--- src/rtl/muldiv_seq.sv ---
// Iterative unsigned multiply/divide unit. A single WIDTH+1-bit adder/subtractor
// performs one shift-add or restoring-subtract step per clock.
module muldiv_seq #(
    parameter int WIDTH = 32,
    parameter int CNT_W = $clog2(WIDTH + 1)
) (
    input  logic             clk_i,
    input  logic             rst_ni,
    input  logic             start_i,
    input  logic [1:0]       ope_i,
    input  logic [WIDTH-1:0] a_i,
    input  logic [WIDTH-1:0] b_i,
    input  logic             flush_i,
    output logic             busy_o,
    output logic             valid_o,
    output logic [WIDTH-1:0] res_o,
    output logic             dbz_o
);

    typedef enum logic [1:0] {
        ST_IDLE = 2'd0,
        ST_CALC = 2'd1,
        ST_DONE = 2'd2
    } state_t;

    state_t             state_reg;
    state_t             state_next;

    logic [WIDTH-1:0]   a_reg;
    logic [WIDTH-1:0]   b_reg;
    logic [1:0]         op_reg;
    logic [CNT_W-1:0]   cnt_reg;
    // acc_hi_reg is the multiply high word (with room for the carry) or the
    // divide remainder; acc_lo_reg is the multiplier being consumed or the quotient.
    logic [WIDTH:0]     acc_hi_reg;
    logic [WIDTH-1:0]   acc_lo_reg;
    logic [WIDTH-1:0]   res_reg;
    logic               dbz_reg;

    logic               accept;
    logic               dbz_start;
    logic               last_iter;
    logic               is_div;
    logic [WIDTH:0]     rem_shift;
    logic [WIDTH:0]     add_a;
    logic [WIDTH:0]     add_b;
    logic [WIDTH+1:0]   add_sum;
    logic               trial_ok;
    logic [WIDTH:0]     hi_step;
    logic [WIDTH-1:0]   lo_step;
    logic [WIDTH-1:0]   result_step;

    // A start in DONE is a back-to-back request, unless a flush overrides it.
    assign accept    = start_i && ((state_reg == ST_IDLE) ||
                                   ((state_reg == ST_DONE) && !flush_i));
    assign dbz_start = ope_i[1] && (b_i == '0);
    assign last_iter = (state_reg == ST_CALC) && (cnt_reg == CNT_W'(WIDTH - 1));

    // Shared adder: subtracts for divide, adds (conditionally) for multiply.
    assign is_div    = op_reg[1];
    assign rem_shift = {acc_hi_reg[WIDTH-1:0], acc_lo_reg[WIDTH-1]};
    assign add_a     = is_div ? rem_shift : acc_hi_reg;
    assign add_b     = is_div ? {1'b0, b_reg}
                              : (acc_lo_reg[0] ? {1'b0, a_reg} : '0);
    assign add_sum   = {1'b0, add_a}
                     + {1'b0, (is_div ? ~add_b : add_b)}
                     + {{(WIDTH+1){1'b0}}, is_div};
    // Carry out of the subtraction means the trial remainder is non-negative.
    assign trial_ok  = add_sum[WIDTH+1];

    always_comb begin
        hi_step = acc_hi_reg;
        lo_step = acc_lo_reg;
        if (is_div) begin
            hi_step = trial_ok ? add_sum[WIDTH:0] : rem_shift;
            lo_step = {acc_lo_reg[WIDTH-2:0], trial_ok};
        end else begin
            hi_step = {1'b0, add_sum[WIDTH:1]};
            lo_step = {add_sum[0], acc_lo_reg[WIDTH-1:1]};
        end
    end

    // MUL/DIVU take the low register, MULHU/REMU the high one.
    assign result_step = op_reg[0] ? hi_step[WIDTH-1:0] : lo_step;

    always_ff @(posedge clk_i or negedge rst_ni) begin
        if (!rst_ni) begin
            state_reg <= ST_IDLE;
        end else begin
            state_reg <= state_next;
        end
    end

    always_comb begin
        state_next = state_reg;
        case (state_reg)
            ST_IDLE: begin
                if (start_i) begin
                    state_next = dbz_start ? ST_DONE : ST_CALC;
                end
            end
            ST_CALC: begin
                if (flush_i) begin
                    state_next = ST_IDLE;
                end else if (last_iter) begin
                    state_next = ST_DONE;
                end
            end
            ST_DONE: begin
                if (flush_i) begin
                    state_next = ST_IDLE;
                end else if (start_i) begin
                    state_next = dbz_start ? ST_DONE : ST_CALC;
                end else begin
                    state_next = ST_IDLE;
                end
            end
            default: state_next = ST_IDLE;
        endcase
    end

    always_comb begin
        busy_o  = 1'b0;
        valid_o = 1'b0;
        case (state_reg)
            ST_CALC: busy_o  = 1'b1;
            ST_DONE: valid_o = 1'b1;
            default: ;
        endcase
    end

    always_ff @(posedge clk_i or negedge rst_ni) begin
        if (!rst_ni) begin
            a_reg      <= '0;
            b_reg      <= '0;
            op_reg     <= '0;
            cnt_reg    <= '0;
            acc_hi_reg <= '0;
            acc_lo_reg <= '0;
            res_reg    <= '0;
            dbz_reg    <= 1'b0;
        end else if (accept) begin
            a_reg      <= a_i;
            b_reg      <= b_i;
            op_reg     <= ope_i;
            cnt_reg    <= '0;
            acc_hi_reg <= '0;
            acc_lo_reg <= ope_i[1] ? a_i : b_i;
            if (dbz_start) begin
                res_reg <= ope_i[0] ? a_i : '1;
                dbz_reg <= 1'b1;
            end
        end else if ((state_reg == ST_CALC) && !flush_i) begin
            acc_hi_reg <= hi_step;
            acc_lo_reg <= lo_step;
            cnt_reg    <= cnt_reg + CNT_W'(1);
            if (last_iter) begin
                res_reg <= result_step;
                dbz_reg <= 1'b0;
            end
        end
    end

    assign res_o = res_reg;
    assign dbz_o = dbz_reg;

endmodule

--- config.mk ---
export PLATFORM = sky130hd
export DESIGN_NAME = muldiv_seq
export DESIGN_NICKNAME = d
export VERILOG_FILES = /design/src/rtl/muldiv_seq.sv
export SDC_FILE = /design/constraint.sdc
export NUM_CORES = 1
export LEC_CHECK = 0
export CAP_MARGIN = 10
export CORE_ASPECT_RATIO = 0.7
export CORE_MARGIN = 2
export CORE_UTILIZATION = 60
export CTS_CLUSTER_SIZE = 10
export DETAILED_ROUTE_END_ITERATION = 10
export DONT_BUFFER_PORTS = 1
export GPL_TIMING_DRIVEN = 0
export HOLD_SLACK_MARGIN = 0.08
export PLACE_DENSITY = 0.81
export SLEW_MARGIN = 10
export SYNTH_ARGS = -nofsm -noshare
export SYNTH_HDL_FRONTEND = slang
export SYNTH_SLANG_ARGS = --single-unit
export TNS_END_PERCENT = 30
--- constraint.sdc ---
create_clock -name clk_i -period 10.9 [get_ports clk_i]
set_input_delay 3.27 -clock clk_i [delete_from_list [all_inputs] [get_ports clk_i]]
set_output_delay 3.27 -clock clk_i [all_outputs]
set_load 0.01 [all_outputs]
After elaboration in Yosys (flattened, before gate mapping)
Cells that the tools add are included.
{ "word_totals": {"register_bits": 172, "in_bits": 70, "output_inout_bits": 35} }
{ "op_classes": {"addsub": 3, "eq_ne": 6, "n_mux": 33, "bitwise_logic": 1, "reduce_logical": 13} }
{ "op_table": {"columns": ["op", "count"], "rows": [
  ["$mux W32", 12],
  ["$mux W33", 6],
  ["$add A33 B33 Y34", 1],
  ["$add A34 B1 Y34", 1],
  ["$not A32 Y33", 1],
  ["$logic_not A32 Y1", 1],
  ["$mux W2", 6],
  ["$mux W6", 2],
  ["$add A6 B1 Y6 const B", 1],
  ["$eq A6 B5 Y1 const B", 1],
  ["$mux W1", 6],
  ["$pmux W2 S3", 1],
  ["$logic_and A1 B1 Y1", 5],
  ["$reduce_bool A2 Y1", 2],
  ["$ne A3 B3 Y1 const B", 1],
  ["$reduce_and A3 Y1", 1],
  ["$eq A2 B1 Y1 const B", 1],
  ["$eq A2 B2 Y1 const B", 1],
  ["$logic_not A2 Y1", 1],
  ["$ne A2 B1 Y1 const B", 1],
  ["$ne A2 B2 Y1 const B", 1],
  ["$reduce_and A2 Y1", 1],
  ["$logic_not A1 Y1", 1],
  ["$logic_or A1 B1 Y1", 1]
]} }

Logic depth before layout (Yosys ltp)
Gate-level depths: netlist of run 1.
{ "depth": {"depth_word": 12, "depth_mapped": 20, "ltp_nobuf": 14} }

Worst setup path before layout of run 1
OpenSTA, ideal clock, no wires.
{ "synth_timing": {"path_type": "input to register", "from": "input ope_i[1]", "to": "register res_reg[24] (netlist: res_o[24])", "setup_time_ps": 124, "arrival_time_ps": 5287, "required_ps": 10776, "slack_ps": 5489, "cell_stages": 12, "path_buffers": 3, "cell_sequence": "clkbuf_1 -> nor4b_1 -> nand4_1 -> nor4_1 -> and4_1 -> and2_1 -> nor2_1 -> clkbuf_1 -> clkbuf_1 -> nand2_1 -> o21ai_0 -> a211o_1"} }
{ "synth_via": {"elab_chain_len": 3} }
{ "synth_rtl": {"columns": ["item", "line", "text"], "rows": [
  ["start: declaration", "10", "input logic [1:0] ope_i,"],
  ["$logic_and A1 B1 Y1", "56", "assign dbz_start = ope_i[1] && (b_i == '0);"],
  ["$ne A2 B1 Y1 (no source line)", null, null],
  ["$reduce_and A3 Y1 (no source line)", null, null],
  ["end signal: assignment", "150", "res_reg <= ope_i[0] ? a_i : '1;"],
  ["end signal: assignment", "158", "res_reg <= result_step;"],
  ["end: declaration", "37", "logic [WIDTH-1:0] res_reg;"]
]} }
No other way between the ends.
A chain may end at the register's enable or synchronous reset.

Worst setup path after layout of run 1
{ "layout_timing": {"from": "input ope_i[1]", "to": "register res_reg[23] (netlist: res_o[23])"} }
Same word-level chain as after synthesis.

==> flow_summary.json, run 1 <==
{
  "antenna_found_initial": 2,
  "port-buffer-count": 0,
  "worstPathMaxFanout": 10,
  "row_count": 41,
  "synth_xor_area_frac": 0.02727,
  "vias": 11290,
  "ant_nets": 0,
  "gp_congestion": 1.079,
  "rr_worst_depth": 15,
  "dpl_cell_area_um2": 11530,
  "synth_top_area_share": 0.3829,
  "clk_path_buf_depth": 2,
  "timing.setup.tns_ns": 0,
  "crit_chain": "clkbuf_1 > nor4b_1 > nand4_1 > nor4_1 > and4_1 > and2_1 > nor2_1 > clkbuf_1 > clkbuf_1 > a311oi_1 > a21o_1",
  "p_per_area_nw_per_um2": 263.6,
  "largest_reg_flops": 33,
  "clock_sinks": 172,
  "cp-end-kind": "register",
  "finalHoldViolCount": 0,
  "dieArea_um2": 19860,
  "syn-cell-area_um2": 11240,
  "synthAdderAreaFrac": 0.03740,
  "cts_tree": "done",
  "setup_slack_ns": 3.933,
  "core-area_um2": 18160,
  "ios": 105,
  "synthToLayoutAreaGrowth_pct": 7.771,
  "place_hpwl_mm": 33.58,
  "synth_edf_count": 0,
  "synth_fp_nets": 1450,
  "grt_pass1_wl_mm": 66.70,
  "grt_max_degree": 173,
  "hp-class": "register to register",
  "max_freq_mhz": 143.5,
  "wl_per_cell_um": 27.63,
  "synthDistinctLibCells": 71,
  "worst_pin_slew_ns": 1.247,
  "preCtsSetupSlack_ns": 3.864,
  "synth_top_area_cell": "dfrtp_1",
  "fin_crit_sh": 0.6392,
  "finalClockSkew_ns": 0.01071,
  "root_buffer": "clkbuf_16",
  "drt_pass1_iterations": 8,
  "ys_seq_area_frac": 0.3829,
  "drc": 0,
  "die_width_um": 167.6,
  "setup_viol": 0,
  "viasPerCell": 6.978,
  "rsz0062_at_grt": "false",
  "synthSimpleGateAreaFrac": 0.1910,
  "yosysMostFrequentCell": "nand2_1",
  "synthTopCellsByCount": "345 x nand2_1, 172 x dfrtp_1, 143 x o21ai_0",
  "finalWirelength_mm": 44.71,
  "cp_num_buf_inv": 3,
  "ys_ff_latch": 172,
  "criticalPathCategory": "input pin to register",
  "worst-path-stages": 11,
  "synth_area_per_cell_um2": 8.344,
  "status": "finished clean",
  "path_delay_family": "simple AND/OR/NAND/NOR gates",
  "maxSlewViolCount": 0,
  "cts_hold_buf": 0,
  "start_kind": "input pin",
  "hold_path_depth": 2,
  "slew_headroom": 0.1684,
  "die_y_um": 118.5,
  "critPathRequiredTime_ns": 11.29,
  "insertion_delay_ns": 0.45,
  "post_cts_resized": 0,
  "p_leak_nw": 5.438,
  "crit_arrival_ns": 7.36,
  "vdd_drop_max_mv": 0.1378,
  "synth_compound_area_frac": 0.2073,
  "nets": 1469,
  "cts_setup_buffers": 0,
  "initial_core_util": 0.6189,
  "syn_inst": 1347,
  "ys_top_cells_by_area": "dfrtp_1 38%, nand2_1 12%, mux2i_1 8.1%",
  "grt_pass1_vias": 10500,
  "synth_mux_area_frac": 0.1174,
  "ys_async_sr_fraction": 1.000,
  "grt-ovfl-total": 0,
  "finalCriticalPeriod_ns": 6.967,
  "numCtsBuffers": 17,
  "postLayoutCellArea_um2": 12110,
  "clkTransAtPathRegs_ns": 0.07,
  "synth_top_family_by_area": "compound AO/OA/AOI/OAI gates",
  "drive_gt1_frac": 0.06019,
  "grt.total_usage": 0.4562,
  "crit_top_cell": "clkbuf_1",
  "max_stage_delay_ns": 0.78,
  "drtIter0Drc": 2035,
  "htree_num_levels": 4,
  "slowest_stage": "nor4_1",
  "yosysWarnings": 0,
  "cap_violations": 0,
  "ys.flop_type": "dfrtp_1"
}
[logic make-up after synthesis]
kind of cell	Yosys count
AND/OR/NAND/NOR	508
AO/OA/AOI/OAI	372
flip-flops	172
multiplexers	125
buffers and inverters	102
XOR/XNOR	35
adder cells (fa/ha/maj)	33
[tightest hold or removal path, cell delays in order (launching register included)]
cell and delay, ns:
dfrtp_1 0.34, nand2_1 0.05, nand2_1 0.05
[placed cells by master, fill, tap and decap left out, drive strengths merged, types with 10 or more instances in the layout]
master,Yosys,routed
a21oi,70,70
o211ai,41,41
o21ai,149,149
a22o,17,17
a31oi,12,12
xnor2,20,20
dfrtp,172,172
inv,8,11
nand4,12,12
buf,11,11
a21o,21,21
clkbuf,83,100
or3,10,10
ha,32,32
a211oi,17,17
nor2,63,63
nor3,25,25
mux2i,91,91
nand2,345,345
xor2,15,15
mux2,32,32
[path summary, 6_finish.rpt]
kind                                start              to  slack [ns]
worst max-delay path             ope_i[1]       res_o[23]        3.93
worst min-delay path            b_reg[30]       b_reg[30]        0.47
worst max register to register  op_reg[1]       res_o[23]        4.52
worst min register to register  b_reg[30]       b_reg[30]        0.47
max in group asynchronous          rst_ni  acc_hi_reg[18]        8.17
min in group asynchronous          rst_ni  acc_lo_reg[19]        2.51
[routing by layer]
metal,wire length (um),up-vias,track usage
li1,-,4836,-
met1,18090,5321,0.6412
met2,16680,969,0.5954
met3,8095,158,0.2552
met4,1733,6,0.1272
met5,113,-,0
[report_power, final]
group	internal [W]	switching, W
Clock	0.000319	0.000299
Sequential	0.000777	0.000139
Combinational	0.000566	0.00109
Total	0.00166	0.00153
[area by class of cell]
type / count / area, um2
Fill cell: 1538 / 6047
Inverter: 8 / 30.03
Multi-Input combinational cell: 1073 / 6524
Buffer: 94 / 381.6
Tap cell: 236 / 295.3
Clock buffer: 17 / 425.4
Sequential cell: 172 / 4304
Clock inverter: 15 / 145.1
Antenna cell: 3 / 7.507
[through the flow]
step / utilization / hold slack, ns / cells / total power [W]
floorplan: - / 0.4403 / 1347 / 0.001965
global placement: 0.6352 / 0.4536 / 1583 / 0.002434
detailed placement: 0.6352 / 0.4573 / 1583 / 0.002455
CTS: 0.6666 / 0.4741 / 1615 / 0.003071
global route: 0.6666 / 0.4921 / 1615 / 0.003317
finish: 0.6670 / 0.4732 / 1618 / 0.003193
No activity file was read; power rests on OpenSTA's default activity.
==> run 2: changes to the inputs <==
==> constraint.sdc (replaced) <==
create_clock -name clk_i -period 6.6 [get_ports clk_i]
set_input_delay 1.98 -clock clk_i [delete_from_list [all_inputs] [get_ports clk_i]]
set_output_delay 1.98 -clock clk_i [all_outputs]
set_load 0.01 [all_outputs]
==> results of run 2 <==
The final DEF is identical to that of run 1. Status: finished clean.
Among the figures that moved: setup slack after placement 3.864 ns -> 0.5818 ns; setup slack after layout 3.933 ns -> 0.2204 ns; start point of the critical path ope_i[1] -> op_reg[1]; register-to-register setup slack 4.52 ns -> 0.22 ns; total power 0.003193 W -> 0.005274 W; worst IR drop on VDD 0.1378 mV -> 0.2276 mV
==> run 3: changes to the inputs <==
--- a/config.mk
+++ b/config.mk
@@ -8,13 +8,14 @@
 export CAP_MARGIN = 10
 export CORE_ASPECT_RATIO = 0.7
 export CORE_MARGIN = 2
-export CORE_UTILIZATION = 60
+export CORE_UTILIZATION = 65
 export CTS_CLUSTER_SIZE = 10
 export DETAILED_ROUTE_END_ITERATION = 10
 export DONT_BUFFER_PORTS = 1
 export GPL_TIMING_DRIVEN = 0
 export HOLD_SLACK_MARGIN = 0.08
-export PLACE_DENSITY = 0.81
+export PLACE_DENSITY = 0.86
+export REMOVE_ABC_BUFFERS = 1
 export SLEW_MARGIN = 10
 export SYNTH_ARGS = -nofsm -noshare
 export SYNTH_HDL_FRONTEND = slang
==> run 3 against run 2 <==
Effect of this change: non-clock buffer count down 78; sequential power grew 3%; clock power rose by 11%; sequential cell count unchanged; power is 5.9% lower; largest cell class unchanged; hold slack worse by 0.0030 ns; highest routed layer is now met4; utilization is 4.5 points higher.
==> flow_summary.json, run 3 (synthesized netlist as in run 1, its figures left out) <==
{
  "status": "finished clean",
  "max_freq_mhz": 177.9,
  "finalWirelength_mm": 33.16,
  "fillers": 1311,
  "cts_setup_buffers": 0,
  "dpl_cell_area_um2": 11500,
  "criticalPathCategory": "register to register",
  "hp-class": "register to register",
  "ant_nets": 0,
  "crit_arrival_ns": 5.92,
  "grt-ovfl-total": 0,
  "final_common_cell": "nand2_1",
  "worstHoldStart": "b_reg[29]",
  "crit_path_start": "op_reg[1]",
  "core-area_um2": 17070,
  "ios": 105,
  "rsz0062_at_grt": "false",
  "post_cts_resized": 0,
  "drtIter0Drc": 1604,
  "cts_hold_buf": 0,
  "grt_pass1_wl_mm": 52.59,
  "row_count": 40,
  "drc": 0,
  "worst_pin_slew_ns": 1.365,
  "die_width_um": 161.2,
  "fin_crit_sh": 0.8516,
  "port-buffer-count": 0,
  "cts_tree": "done",
  "clkTransAtPathRegs_ns": 0.07,
  "nets": 1391,
  "wl_per_cell_um": 21.65,
  "vias": 10180,
  "insertion_delay_ns": 0.45,
  "max_stage_delay_ns": 1.03,
  "viasPerCell": 6.647,
  "vdd_drop_max_mv": 0.2323,
  "cap_violations": 0,
  "path_delay_family": "compound AO/OA/AOI/OAI gates",
  "drive_gt1_frac": 0.07840,
  "grt.total_usage": 0.3666,
  "r2r-start": "op_reg[1]",
  "num_antenna_cells": 0,
  "drt_pass1_iterations": 6,
  "root_buffer": "clkbuf_16",
  "cp-end-kind": "register",
  "numCtsBuffers": 17,
  "gp_congestion": 0.9163,
  "clk_path_buf_depth": 2,
  "p_per_area_nw_per_um2": 408.7,
  "synthToLayoutAreaGrowth_pct": 8.082,
  "finalClockSkew_ns": 0.009465,
  "crit_chain": "buf_16 > inv_2 > buf_12 > o21ai_0 > ha_1 > a21o_1 > a21o_1 > a21oi_1 > o21ai_0 > and3_1 > or3_4 > mux2_4 > mux4_2 > nand2_1 > o211ai_1",
  "start_kind": "register",
  "layout_common_cells": "345 x nand2_1, 170 x dfrtp_1, 143 x o21ai_0",
  "maxSlewViolCount": 0,
  "grt_pass1_vias": 9905,
  "worstPathMaxFanout": 71,
  "dieArea_um2": 18380,
  "critPathRequiredTime_ns": 6.90,
  "clock_sinks": 172,
  "slew_headroom": 0.08793,
  "multi_input_area_um2": 6568,
  "grt_max_degree": 173,
  "place_hpwl_mm": 21.86,
  "post-route-util": 0.7118,
  "antenna_found_initial": 0,
  "p_leak_nw": 5.492,
  "htree_num_levels": 4,
  "cp_num_buf_inv": 3,
  "postLayoutCellArea_um2": 12150,
  "finalHoldViolCount": 0,
  "setup_viol": 0,
  "finalCriticalPeriod_ns": 5.621,
  "seq_area_um2": 4309,
  "largest_reg_flops": 33,
  "slowest_stage": "dfrtp_4",
  "initial_core_util": 0.6586,
  "die_y_um": 114.0
}
run 3: per-layer routing:
layer  GRT usage  up-vias  share of wire
li1            -     4655              -
met1      0.5137     4871           0.42
met2      0.5485      580           0.44
met3     0.09491       77           0.11
met4      0.1446        0          0.030
met5           0        -              0
run 3: path summary, 6_finish.rpt:
| path | end | slack [ns] | cells after the start |
|---|---|---|---|
| min reg2reg | b_reg[29] | 0.47 | 2 |
| max reg2reg | res_o[12] | 0.98 | 15 |
| min | b_reg[29] | 0.47 | 2 |
| max in group asynchronous | acc_hi_reg[20] | 5.02 | 0 |
| max | res_o[12] | 0.98 | 15 |
| min in group asynchronous | acc_lo_reg[10] | 1.22 | 0 |
run 3: cell type report:
class | instances | share of cell area
clock buffer | 18 | 0.03533
clock inverter | 14 | 0.01772
inverter | 8 | 0.002472
multi-input combinational | 1073 | 0.5406
sequential | 172 | 0.3547
tap | 231 | 0.02379
timing repair buffer | 16 | 0.02534
run 3: power by group:
group	internal (W)	leakage, nW	switching, W	total, W
logic	0.000945	2.98	0.00134	0.00229
registers	0.00128	2.20	0.000264	0.00155
clock network	0.000674	0.311	0.000458	0.00113
total	0.00290	5.49	0.00206	0.00497
run 3: tightest hold or removal path: cells and delay by family (launching register included):
family,cells,cell delay [ns]
DFF,1,0.34
and+or+nand+nor,2,0.10
run 3: per-stage QoR:
step	setup slack [ns]	setup TNS (ns)	std cells	hold slack (ns)	power [W]
after floorplan	-1.188	-49.84	1253	0.4403	0.003219
after global placement	-4.419	-299.93	1484	0.4510	0.003676
after detailed placement	0.7736	0	1500	0.4570	0.003757
after CTS	1.125	0	1532	0.4745	0.004903
after global routing	0.7209	0	1532	0.4938	0.005250
final	0.9794	0	1532	0.4702	0.004965
